--- src/rtl/fifo_drain_pkg.sv ---
// Shared widths and FSM state type for the FIFO drain serializer.
package fifo_drain_pkg;

    localparam int unsigned WORD_W         = 32;
    localparam int unsigned BYTE_W         = 8;
    localparam int unsigned BYTES_PER_WORD = 4;
    localparam int unsigned IDX_W          = $clog2(BYTES_PER_WORD);

    typedef enum logic [1:0] {
        IDLE = 2'd0,
        REQ  = 2'd1,
        WAIT = 2'd2,
        SEND = 2'd3
    } state_t;

endpackage

--- src/rtl/fifo_drain_serializer_word_byte_shifter.sv ---
// Holds one 32-bit word and presents it a byte at a time, LSB-first
// (BYTE_ORDER=0) or MSB-first (BYTE_ORDER=1).
module word_byte_shifter
    import fifo_drain_pkg::*;
#(
    parameter int unsigned BYTE_ORDER = 0
) (
    input  logic              clk,
    input  logic              reset,
    input  logic              load,
    input  logic              advance,
    input  logic [WORD_W-1:0] word,
    output logic [BYTE_W-1:0] cur_byte,
    output logic [IDX_W-1:0]  index
);

    logic [WORD_W-1:0] sr;

    // The byte on show is always at a fixed end of the register; advancing shifts the next one in.
    always_ff @(posedge clk or negedge reset) begin
        if (!reset) begin
            sr    <= '0;
            index <= '0;
        end else if (load) begin
            sr    <= word;
            index <= '0;
        end else if (advance) begin
            index <= index + 1'b1;
            if (BYTE_ORDER == 0) begin
                sr <= {{BYTE_W{1'b0}}, sr[WORD_W-1:BYTE_W]};
            end else begin
                sr <= {sr[WORD_W-BYTE_W-1:0], {BYTE_W{1'b0}}};
            end
        end
    end

    assign cur_byte = (BYTE_ORDER == 0) ? sr[BYTE_W-1:0] : sr[WORD_W-1 -: BYTE_W];

endmodule

--- src/rtl/fifo_drain_serializer.sv ---
// Drains 32-bit words from an upstream FIFO and emits them as 4 bytes on a
// valid/ready stream. Optional parity output enabled by `define SER_PARITY_EN.
module fifo_drain_serializer
    import fifo_drain_pkg::*;
#(
    parameter int unsigned BYTE_ORDER = 0,
    parameter int unsigned CNT_W      = 16
) (
    input  logic              clk,
    input  logic              reset,
    input  logic              fifo_data_avail_i,
    input  logic              fifo_empty_i,
    input  logic              fifo_flush_i,
    input  logic [WORD_W-1:0] fifo_rd_data_i,
    output logic              fifo_rd_valid_o,
    input  logic              abort_i,
    input  logic              out_ready_i,
    output logic              out_valid_o,
    output logic [BYTE_W-1:0] out_data_o,
    output logic              out_last_o,
    output logic              busy_o,
`ifdef SER_PARITY_EN
    output logic              out_parity_o,
`endif
    output logic [CNT_W-1:0]  word_count_o
);

    state_t            state;
    state_t            next_state;
    logic              armed;
    logic              load;
    logic              advance;
    logic              word_done;
    logic              last_byte;
    logic [BYTE_W-1:0] cur_byte;
    logic [IDX_W-1:0]  index;

    // armed holds off the first read for one edge after reset release.
    always_ff @(posedge clk or negedge reset) begin
        if (!reset) begin
            state <= IDLE;
            armed <= 1'b0;
        end else begin
            state <= next_state;
            armed <= 1'b1;
        end
    end

    always_ff @(posedge clk or negedge reset) begin
        if (!reset) begin
            word_count_o <= '0;
        end else if (word_done) begin
            word_count_o <= word_count_o + 1'b1;
        end
    end

    assign last_byte = (index == IDX_W'(BYTES_PER_WORD - 1));

    // Abort takes priority over every handshake, including the last byte.
    always_comb begin
        next_state = state;
        load       = 1'b0;
        advance    = 1'b0;
        word_done  = 1'b0;
        case (state)
            IDLE: begin
                if (armed && fifo_data_avail_i && !fifo_empty_i && !fifo_flush_i) begin
                    next_state = REQ;
                end
            end
            REQ: begin
                next_state = WAIT;
            end
            WAIT: begin
                if (abort_i) begin
                    next_state = IDLE;
                end else begin
                    load       = 1'b1;
                    next_state = SEND;
                end
            end
            SEND: begin
                if (abort_i) begin
                    next_state = IDLE;
                end else if (out_ready_i) begin
                    advance = 1'b1;
                    if (last_byte) begin
                        word_done  = 1'b1;
                        next_state = IDLE;
                    end
                end
            end
            default: begin
                next_state = IDLE;
            end
        endcase
    end

    word_byte_shifter #(
        .BYTE_ORDER (BYTE_ORDER)
    ) u_shifter (
        .clk      (clk),
        .reset    (reset),
        .load     (load),
        .advance  (advance),
        .word     (fifo_rd_data_i),
        .cur_byte (cur_byte),
        .index    (index)
    );

    assign fifo_rd_valid_o = (state == REQ);
    assign busy_o          = (state != IDLE);
    assign out_valid_o     = (state == SEND);
    assign out_data_o      = out_valid_o ? cur_byte : '0;
    assign out_last_o      = out_valid_o & last_byte;

`ifdef SER_PARITY_EN
    assign out_parity_o = ^out_data_o;
`endif

endmodule

--- config.mk ---
export PLATFORM = sky130hd
export DESIGN_NAME = fifo_drain_serializer
export DESIGN_NICKNAME = d
export VERILOG_FILES = /design/src/rtl/fifo_drain_pkg.sv /design/src/rtl/fifo_drain_serializer_word_byte_shifter.sv /design/src/rtl/fifo_drain_serializer.sv
export SDC_FILE = /design/constraint.sdc
export NUM_CORES = 1
export LEC_CHECK = 0
export CORE_MARGIN = 3
export CORE_UTILIZATION = 51
export DETAILED_ROUTE_END_ITERATION = 12
export PLACE_DENSITY = 0.83
export SYNTH_ARGS = -nofsm -noshare
export SYNTH_HDL_FRONTEND = slang
export SYNTH_SLANG_ARGS = --single-unit
export TNS_END_PERCENT = 20
--- constraint.sdc ---
create_clock -name clk -period 2.7 [get_ports clk]
set_input_delay 0.27 -clock clk [delete_from_list [all_inputs] [get_ports clk]]
set_output_delay 0.27 -clock clk [all_outputs]
set_load 0.005 [all_outputs]
==> impl_metrics.json, run 1 <==
{
  "status": "finished clean",
  "yosys_warnings": 0,
  "holdPathStages": 2,
  "grt_start_max_net_pins": 33,
  "r2r.worst_path.cells": 4,
  "clock_skew_ns": 0.004441,
  "grt_first_pass_wirelength_microns": 8797,
  "setup_tns_ns": 0,
  "wl_per_cell_microns": 15.67,
  "finalSetupViolations": 0,
  "n_antenna_cell": 0,
  "cts_buffers": 5,
  "hold_class": "flip-flop to flip-flop",
  "cts_tree": "built",
  "clock_tree.root_cell": "clkbuf_8",
  "cap_viol_max_count": 0,
  "irDropWorstVdd_v": 0.0004875,
  "post-route-drc-count": 0,
  "clk_path_buf_depth": 2,
  "synthCells": 215,
  "pwr-share-seq_pct": 51.7,
  "ys_top_cells_by_area": "dfrtp_1 (57%), nand2_1 (8.7%), a22oi_1 (7.7%)",
  "drt_iter0_drc": 118,
  "clkPwrFrac_pct": 18.4,
  "drtPass1Iterations": 4,
  "synth_edf_count": 0,
  "power_per_cell_area_nw_per_um2": 763.8,
  "cp-start-kind": "flip-flop",
  "core_area_sq_um": 4202,
  "avgSynthCellArea_sq_um": 10.85,
  "dp.cells": 324,
  "synth_seq_cells": 53,
  "synth_top_area_share_pct": 56.87,
  "ys_seq_area_share_pct": 56.87,
  "pin_count": 67,
  "synth_area_sq_um": 2332,
  "clk_latency_ns": 0.30,
  "clk_pin_slew_ns": 0.08,
  "instances_no_fill": 332,
  "drive_gt1_share_pct": 7.447,
  "worst_setup_path_end_kind": "output pin",
  "area_growth_pct": 34.23,
  "track_usage_pct": 20.95,
  "power.leakage_nw": 1.486,
  "final_antenna_net_count": 0,
  "critPathRequiredTime_ns": 2.43,
  "yosysUniqueCellTypes": 34,
  "vias": 1838,
  "place_hpwl_microns": 3712,
  "synth_nets": 256,
  "wl_microns": 5201,
  "clock-sinks": 53,
  "mostFrequentLayoutCell": "clkdlybuf4s50_1",
  "viasPerCell": 5.536,
  "worstMarginPinSlew_ns": 0.5704,
  "ys.flop_type": "dfrtp_1",
  "final_nets": 323,
  "rsz0062_at_grt": "false",
  "initial_core_util_pct": 55.51,
  "die_x_microns": 73.63,
  "grt_pass1_vias": 1867,
  "whs_ns": 0.4759,
  "min_period_ns": 1.998,
  "drv_slew": 0,
  "async_reset_ff_share_pct": 100.0,
  "crit_type": "flip-flop to output pin",
  "antenna_found_initial": 0,
  "die_height_microns": 73.63,
  "clock.fmax_mhz": 500.6,
  "post-cts-setup-buffer-count": 0,
  "gp_congestion": 0.7982,
  "fin_crit_sh_pct": 73.98,
  "worstPathMaxFanout": 16,
  "port_buffers": 66,
  "p_int_mw": 1.622,
  "p_sw_uw": 769.7,
  "slew_headroom_pct": 61.97,
  "overflow": 0,
  "combinationalPowerShare_pct": 29.9,
  "final_util_pct": 74.51,
  "hold_viol": 0,
  "synth_area_leader_cell": "dfrtp_1",
  "layout_common_cells": "clkdlybuf4s50_1 (65), nand2_1 (54), dfrtp_1 (53), a22oi_1 (24)",
  "switching_share_pct": 32.19,
  "critical_path_arrival_ns": 1.73,
  "ctsResizeCount": 0,
  "dieArea_sq_um": 5421,
  "htree_levels": 2,
  "rows": 23
}
==> logic make-up (layout without fill, tap and decap cells) <==
family / after synthesis / count (layout) / synth area share, %
flip-flops: 53 / 53 / 56.87
multiplexers: 2 / 2 / 0.9656
buffers and inverters: 12 / 79 / 2.414
AND/OR/NAND/NOR: 93 / 93 / 20.44
other: 1 / 1 / 0.1608
AO/OA/AOI/OAI: 37 / 37 / 12.45
XOR/XNOR: 15 / 15 / 5.633
adder cells (fa/ha/maj): 2 / 2 / 1.073
==> worst max-delay path, stage by stage, from the launching register on <==
cell and delay (ns):
dfrtp_1 0.66, and3_1 0.25, clkdlybuf4s50_1 0.52
==> cells in the mapped netlist (2+ instances only) <==
cell	number
a22o_1	9
a22oi_1	24
and3_1	11
and4_1	2
buf_2	9
clkbuf_1	2
dfrtp_1	53
ha_1	2
mux2_2	2
nand2_1	54
nand3_1	7
nand4_1	4
nor2b_1	2
xnor2_1	11
xor2_1	4
==> worst paths after layout <==
| kind | from | to | slack [ns] |
|---|---|---|---|
| max | state[0] | out_data_o[7] | 0.70 |
| min | u_shifter.sr[6] | u_shifter.sr[6] | 0.48 |
| max reg2reg | state[1] | u_shifter.sr[28] | 0.94 |
| min reg2reg | u_shifter.sr[6] | u_shifter.sr[6] | 0.48 |
| max in group asynchronous | reset | u_shifter.sr[2] | 1.42 |
| min in group asynchronous | reset | u_shifter.sr[21] | 0.53 |
==> sequential cells by signal (all words and copies together) (netlist names) <==
name / flops
u_shifter.sr: 32
word_count_o: 16
state: 2
u_shifter.index: 2
armed: 1
==> metal layers <==
layer	global-route usage (%)	vias to the layer above	wire, microns
met3	3.830	6	209
met5	0	-	0
met4	5.433	0	53
li1	-	889	-
met2	35.43	41	2634
met1	27.76	902	2303
==> final cells by class <==
class	count	area, sq um
flip-flops and latches	53	1326
fillers	304	1071
multi-input cells	150	955.9
repair buffers	71	695.7
clock buffers	7	86.33
well taps	50	62.56
inverters	1	3.754
==> what timing repair did <==
action	4_1_cts	5_1_grt
setup endpoints to repair	0	0
hold buffers	1	0
hold endpoints to repair	25	0
==> power by group through the flow <==
stage               Sequential, mW  Clock [mW]  Combinational (mW)
finish                        1.24       0.440               0.714
global route                  1.27       0.482               0.803
CTS                           1.23       0.452               0.723
detailed placement            1.25           0               0.718
global placement              1.23           0               0.689
floorplan                     1.17           0               0.480
==> per-stage QoR <==
step                      instance area [sq um]  power (mW)  worst slack [ns]
after floorplan                            2332       1.648             1.377
after global placement                     3034       1.924            0.7896
after detailed placement                   3034       1.969            0.7380
after CTS                                  3131       2.409            0.6954
after global routing                       3131       2.559            0.6017
final                                      3131       2.391            0.7025
No activity file was read; power rests on OpenSTA's default activity.
==> inputs of run 2 (changes only) <==
CORE_UTILIZATION = 43   (was 51)
PLACE_DENSITY = 0.74   (was 0.83)
clock period = 1.75 ns   (was 2.7 ns; I/O delays follow)
==> run 2 against run 1 <==
Effect of this change: core utilization shrank 12 points; global-route usage shrank 3.2 points; die area grew 17%; sequential cell count is the same; first-iteration DRC count grew 31%; non-clock buffer count grew 7; clock power grew 57%; worst setup slack lost 0.65 ns; critical path type unchanged; highest routed layer unchanged.
==> impl_metrics.json, run 2 (synthesis results as in run 1) <==
{
  "cts_buffers": 5,
  "vias": 1830,
  "power.leakage_nw": 1.525,
  "final_antenna_net_count": 0,
  "critical_path_arrival_ns": 1.52,
  "viasPerCell": 5.097,
  "setup_ws_ns": 0.05094,
  "drtPass1Iterations": 4,
  "core_area_sq_um": 5172,
  "rows": 26,
  "rsz0062_at_grt": "true",
  "htree_levels": 2,
  "clock.fmax_mhz": 588.6,
  "worstPathMaxFanout": 16,
  "fin_crit_sh_pct": 97.09,
  "drive_gt1_share_pct": 10.73,
  "critPathTopFamily": "buffers and inverters",
  "drv_slew": 0,
  "place_hpwl_microns": 3825,
  "finalSetupViolations": 0,
  "layout_common_cells": "clkdlybuf4s50_1 (65), nand2_1 (54), dfrtp_1 (52), a22oi_1 (24)",
  "crit_buf_inv": 1,
  "r2r.worst_path.cells": 5,
  "hold_viol": 0,
  "status": "finished clean",
  "clk_path_buf_depth": 2,
  "antenna_found_initial": 0,
  "wl_microns": 5271,
  "instances_no_fill": 359,
  "cts_tree": "built",
  "dp.cells": 349,
  "n_antenna_cell": 0,
  "mostFrequentLayoutCell": "clkdlybuf4s50_1",
  "cp-start-kind": "flip-flop",
  "power_per_cell_area_nw_per_um2": 1171,
  "final_nets": 330,
  "place_area_sq_um": 3122,
  "setup_tns_ns": 0,
  "cap_viol_max_count": 0,
  "port_buffers": 66,
  "critPathMaxStageDelay_ns": 0.53,
  "irDropWorstVdd_v": 0.0005761,
  "overflow": 0,
  "path_cells": "and3_1 > clkdlybuf4s50_1",
  "cp.depth": 2,
  "largest_reg_flops": 32,
  "timing.rr.end": "word_count_o[8]",
  "crit_type": "flip-flop to output pin",
  "drt_iter0_drc": 154,
  "clock_tree.root_cell": "clkbuf_8",
  "worst_setup_path_end_kind": "output pin",
  "regToRegStartpoint": "state[1]",
  "clk_latency_ns": 0.31,
  "largest_register": "u_shifter.sr",
  "dieArea_sq_um": 6343,
  "clock_skew_ns": 0.01131,
  "hold_class": "primary input to async pin",
  "clock-sinks": 53,
  "dpl_worst_slack_ns": 0.06432,
  "gp_congestion": 0.7573,
  "grt_pass1_vias": 1802,
  "min_period_ns": 1.699,
  "track_usage_pct": 17.70,
  "clk_pin_slew_ns": 0.09,
  "reg2reg_slack_ns": 0.19,
  "die_height_microns": 79.65,
  "grt_first_pass_wirelength_microns": 8700,
  "die_x_microns": 79.65,
  "initial_core_util_pct": 45.09,
  "cpMaxStageDelayCell": "clkdlybuf4s50_1",
  "largestRegisters": "u_shifter.sr x32, word_count_o x16",
  "grt_start_max_net_pins": 35,
  "critPathRequiredTime_ns": 1.57,
  "post-route-drc-count": 0,
  "pin_count": 67,
  "area_growth_pct": 39.65,
  "final_area_sq_um": 3257,
  "final_util_pct": 62.97,
  "wl_per_cell_microns": 14.68
}
==> run 2: changes by cell type in the layout (fill, tap and decap cells not counted) <==
cell        delta
clkbuf_1       -1
or2_4          +1
buf_4          +4
clkinvlp_4     +1
dfrtp_2        +1
buf_12         +2
dfrtp_1        -1
ha_4           +1
buf_6          +1
ha_1           -1
or2_2          -1
==> run 2: metrics by stage <==
step | power [mW] | hold slack, ns
2_1_floorplan | 2.543 | -0.1206
3_3_place_gp | 3.038 | 0.1625
3_5_place_dp | 3.089 | 0.1614
4_1_cts | 3.808 | 0.3656
5_1_grt | 4.103 | 0.3949
6_report | 3.814 | 0.3511
==> run 2: area by class of cell <==
type | instances | area, sq um
Inverter | 1 | 3.754
Fill cell | 392 | 1916
Multi-Input combinational cell | 150 | 970.9
Clock inverter | 1 | 7.507
Sequential cell | 53 | 1328
Timing Repair Buffer | 78 | 777.0
Clock buffer | 6 | 82.58
Tap cell | 70 | 87.58
==> run 2: worst max path at each step <==
stage	start	slack [ns]	endpoint
final	state[1]	0.05	out_data_o[7]
after CTS	u_shifter.index[0]	0.006	out_last_o
after global routing	state[1]	-0.06	out_last_o
after floorplan	u_shifter.index[0]	0.43	word_count_o[8]
after detailed placement	out_ready_i	0.06	word_count_o[13]
after global placement	abort_i	0.12	u_shifter.sr[14]
==> run 2: power breakdown <==
part,switching [mW],total [mW],internal [mW]
clock network,0.379,0.692,0.313
registers,0.263,1.88,1.61
logic,0.572,1.25,0.673
==> run 2: per-layer routing <==
metal	up-vias	GRT usage (%)	part of all wire [%]
met5	-	0	0
met4	0	4.639	0.95
met3	4	3.612	4.5
met2	46	27.21	48
met1	882	25.57	47
li1	898	-	-
==> run 2: worst register-to-register path, stage by stage, from the launching register on <==
cell	delay [ns]
dfrtp_2	0.51
buf_4	0.17
nand2b_2	0.13
nor3_4	0.33
and3_1	0.22
xor2_1	0.15
==> run 2: repair_timing <==
| action | 4_1_cts | 5_1_grt |
|---|---|---|
| hold buffers | 1 | 0 |
| endpoints found under the hold margin | 19 | 0 |
| setup buffers | 1 | 1 |
| setup endpoints to repair | 12 | 11 |
| pin swaps | 0 | 1 |
| resized for setup | 2 | 3 |
